## src/rtl/mux_2x1.sv

```systemverilog
// Signed 2:1 word mux for datapath steering; combinational by default.
// Define MUX_2X1_OUT_REG_EN to register Y (sync active-high reset to 0).
module mux_2x1 #(
  parameter int WIDTH = 32
) (
  input  logic                    clk,
  input  logic                    rst,
  output logic signed [WIDTH-1:0] Y,
  input  logic                    S,
  input  logic signed [WIDTH-1:0] I0,
  input  logic signed [WIDTH-1:0] I1
);

  // Ternary keeps agreeing bits known when S is X/Z
  logic signed [WIDTH-1:0] sel;
  assign sel = S ? I1 : I0;

`ifdef MUX_2X1_OUT_REG_EN
  always_ff @(posedge clk) begin
    if (rst) Y <= '0;
    else     Y <= sel;
  end
`else
  logic unused_clk_rst;
  assign unused_clk_rst = clk ^ rst;
  assign Y = sel;
`endif

endmodule

```

## config.mk

```make
export PLATFORM = sky130hd
export DESIGN_NAME = mux_2x1
export DESIGN_NICKNAME = d
export VERILOG_FILES = /design/src/rtl/mux_2x1.sv
export SDC_FILE = /design/constraint.sdc
export NUM_CORES = 1
export LEC_CHECK = 0
export CORE_ASPECT_RATIO = 1.2
export CORE_MARGIN = 5
export CORE_UTILIZATION = 21
export DETAILED_ROUTE_END_ITERATION = 8
export PLACE_DENSITY_LB_ADDON = 0.12
export SYNTH_ARGS = -nofsm -noshare
export SYNTH_HDL_FRONTEND = slang
export SYNTH_SLANG_ARGS = --single-unit
export TNS_END_PERCENT = 10
```

## constraint.sdc

```tcl
create_clock -name vclk -period 1.26
set_input_delay 0.252 -clock vclk [all_inputs]
set_output_delay 0.252 -clock vclk [all_outputs]
set_load 0.02 [all_outputs]
```

==> metrics.txt <==
sw power 0.2385 mW; Hold Violations, Final 0; Fill cells 212; Syn Area/Cell 15.12 um^2; final instance area 1604 um^2; CP peak stage delay 390 ps; Final WS setup -37.04 ps; outcome complete, but fails checks; Std-Cell Rows 20; grt total ovfl 0; via count 702; internal power 0.4090 mW; CP delay by family, top buffers and inverters; Final Max Slew Viols 0; nets 202; area leader, netlist mux2_4; DIE AREA 3714 um^2; Tot GR Track Use 14.20%; Worst Setup Path Type in2out; Cell Area, Placed 1520 um^2; CP Max Fanout 1; post-route ant nets 0; number of library cell types mapped by synthesis 4; CP startpoint kind primary input; syn nets 103; Core Footprint 2502 um^2; Slew HR 93.31%; Setup Viol. Count Final 1; most frequent cells in the layout dlygate4sd2_1, buf_6, mux2_4; largest net degree at the start of global routing 10; FF+latch area 0 um^2; post-cts hold buffer count 0; Pre-antenna DRT Iters 1; Switching Share 36.83%; total power 0.6475 mW; Tightest Pin Transition 100.3 ps; Pwr per Cell Area 403.7 nW/um^2; Worst path slowest cell clkdlybuf4s50_1; Critical Path Sink Type primary output; Peak supply drop 0.2425 mV; Final HPWL DP 2.463 mm; drt initial violations 0; Post-CTS Setup Repair Bufs 0; worst path required time 1010 ps; synthesized instance count 36; first-pass GRT wire length 4.043 mm; Bufs and invs on worst path 2; Layout Area Growth over Synthesis 194.7%; Period minus WS final 1297 ps; initial core utilization 21.75%; WL final 2.802 mm; port bufs 97; FFs & Latches 0; clkbuf count 0; placer's final routability congestion estimate 0.7724; Synthesis Warnings 0; area occupied by multi-input gates 476.7 um^2; hold path depth 3; combinational share of power 100.0%; crit-path cells clkdlybuf4s50_1, mux2_2, buf_6; min-delay worst type in2out; number of remaining DRC errors 0; failing checks negative setup slack; Lkg Pwr 0.9468 nW; Die Ht 65.77 um; clock power share 0%; most common cell after layout, fill and taps aside dlygate4sd2_1; RSZ-0062 raised after global routing true; Routed wire per std cell 16.88 um; hold wc startpoint I1[23]; I/O Pins 99; Syn Std Cell Area 544.3 um^2; DR vias/cell 4.229; share of cells above drive strength 1 51.88%; # diodes 0; Seq pwr share 0%; period utilization 102.9%; top cells by area, synth mux2_4, buf_12, mux2_2, buf_6; Hold Crit Endpoint Y[23]; fmax 771.0 MHz; initial antenna violation count 0; die width 56.48 um; WP data arrival 1050 ps; Synth top area share 82.76%; post-synthesis sequential area ratio 0%; vias in the first global route 829; maxcap violations 0
-- area by class of cell --
class                      instances  area share [%]
timing repair buffer             101           67.71
tap                               33           2.574
multi-input combinational         32           29.72
-- synth_stat cells --
| cell type | count |
|---|---|
| mux2_2 | 2 |
| buf_6 | 1 |
| mux2_4 | 30 |
| buf_12 | 3 |
-- per-stage QoR --
step	setup TNS (ps)	cells	utilization, %	hold WS, ps	setup slack (ps)
global route	-65.25	166	64.10	847.1	-65.25
detailed placement	-14730	164	60.75	1425	-497.4
finish	-37.04	166	64.10	833.9	-37.04
global placement	-14630	164	60.75	1432	-503.6
floorplan	0	36	-	663.4	166.2
CTS	-500.1	166	60.65	938.6	-72.22
-- worst min-delay path, stage by stage --
cell and delay, ps:
dlymetal6s2s_1 80, mux2_4 140, buf_6 110
-- metal layers --
metal / vias to the layer above / wire length [um] / GRT usage (%)
li1: 331 / - / -
met4: 0 / 0 / 0
met1: 314 / 730 / 10.45
met3: 0 / 417 / 6.641
met2: 57 / 1654 / 32.66
met5: - / 0 / 0
-- kinds of logic after synthesis --
logic type | count (synthesis) | synth area share, %
buffers and inverters | 4 | 13.10
multiplexers | 32 | 86.90
-- power groups by stage --
stage,clock network (mW),logic (mW),registers [mW]
global placement,0,0.649,0
detailed placement,0,0.655,0
finish,0,0.648,0
global route,0,0.682,0
CTS,0,0.637,0
floorplan,0,0.294,0
-- worst max-delay path by stage --
stage	startpoint	end	slack [ps]	depth (start not counted)
after global routing	I1[31]	Y[31]	-70	3
after detailed placement	I0[10]	Y[10]	-500	3
after CTS	I1[22]	Y[22]	-70	3
after global placement	I0[10]	Y[10]	-500	3
final	I0[31]	Y[31]	-40	3
after floorplan	S	Y[0]	170	3
-- timing repair --
| action | in CTS | in global routing |
|---|---|---|
| endpoints found under the setup margin | 32 | 12 |
| gates cloned | 2 | 0 |
| gates resized for setup | 230 | 30 |
| pin swaps | 0 | 0 |
Note: power is estimated with default switching activity, not from simulation.
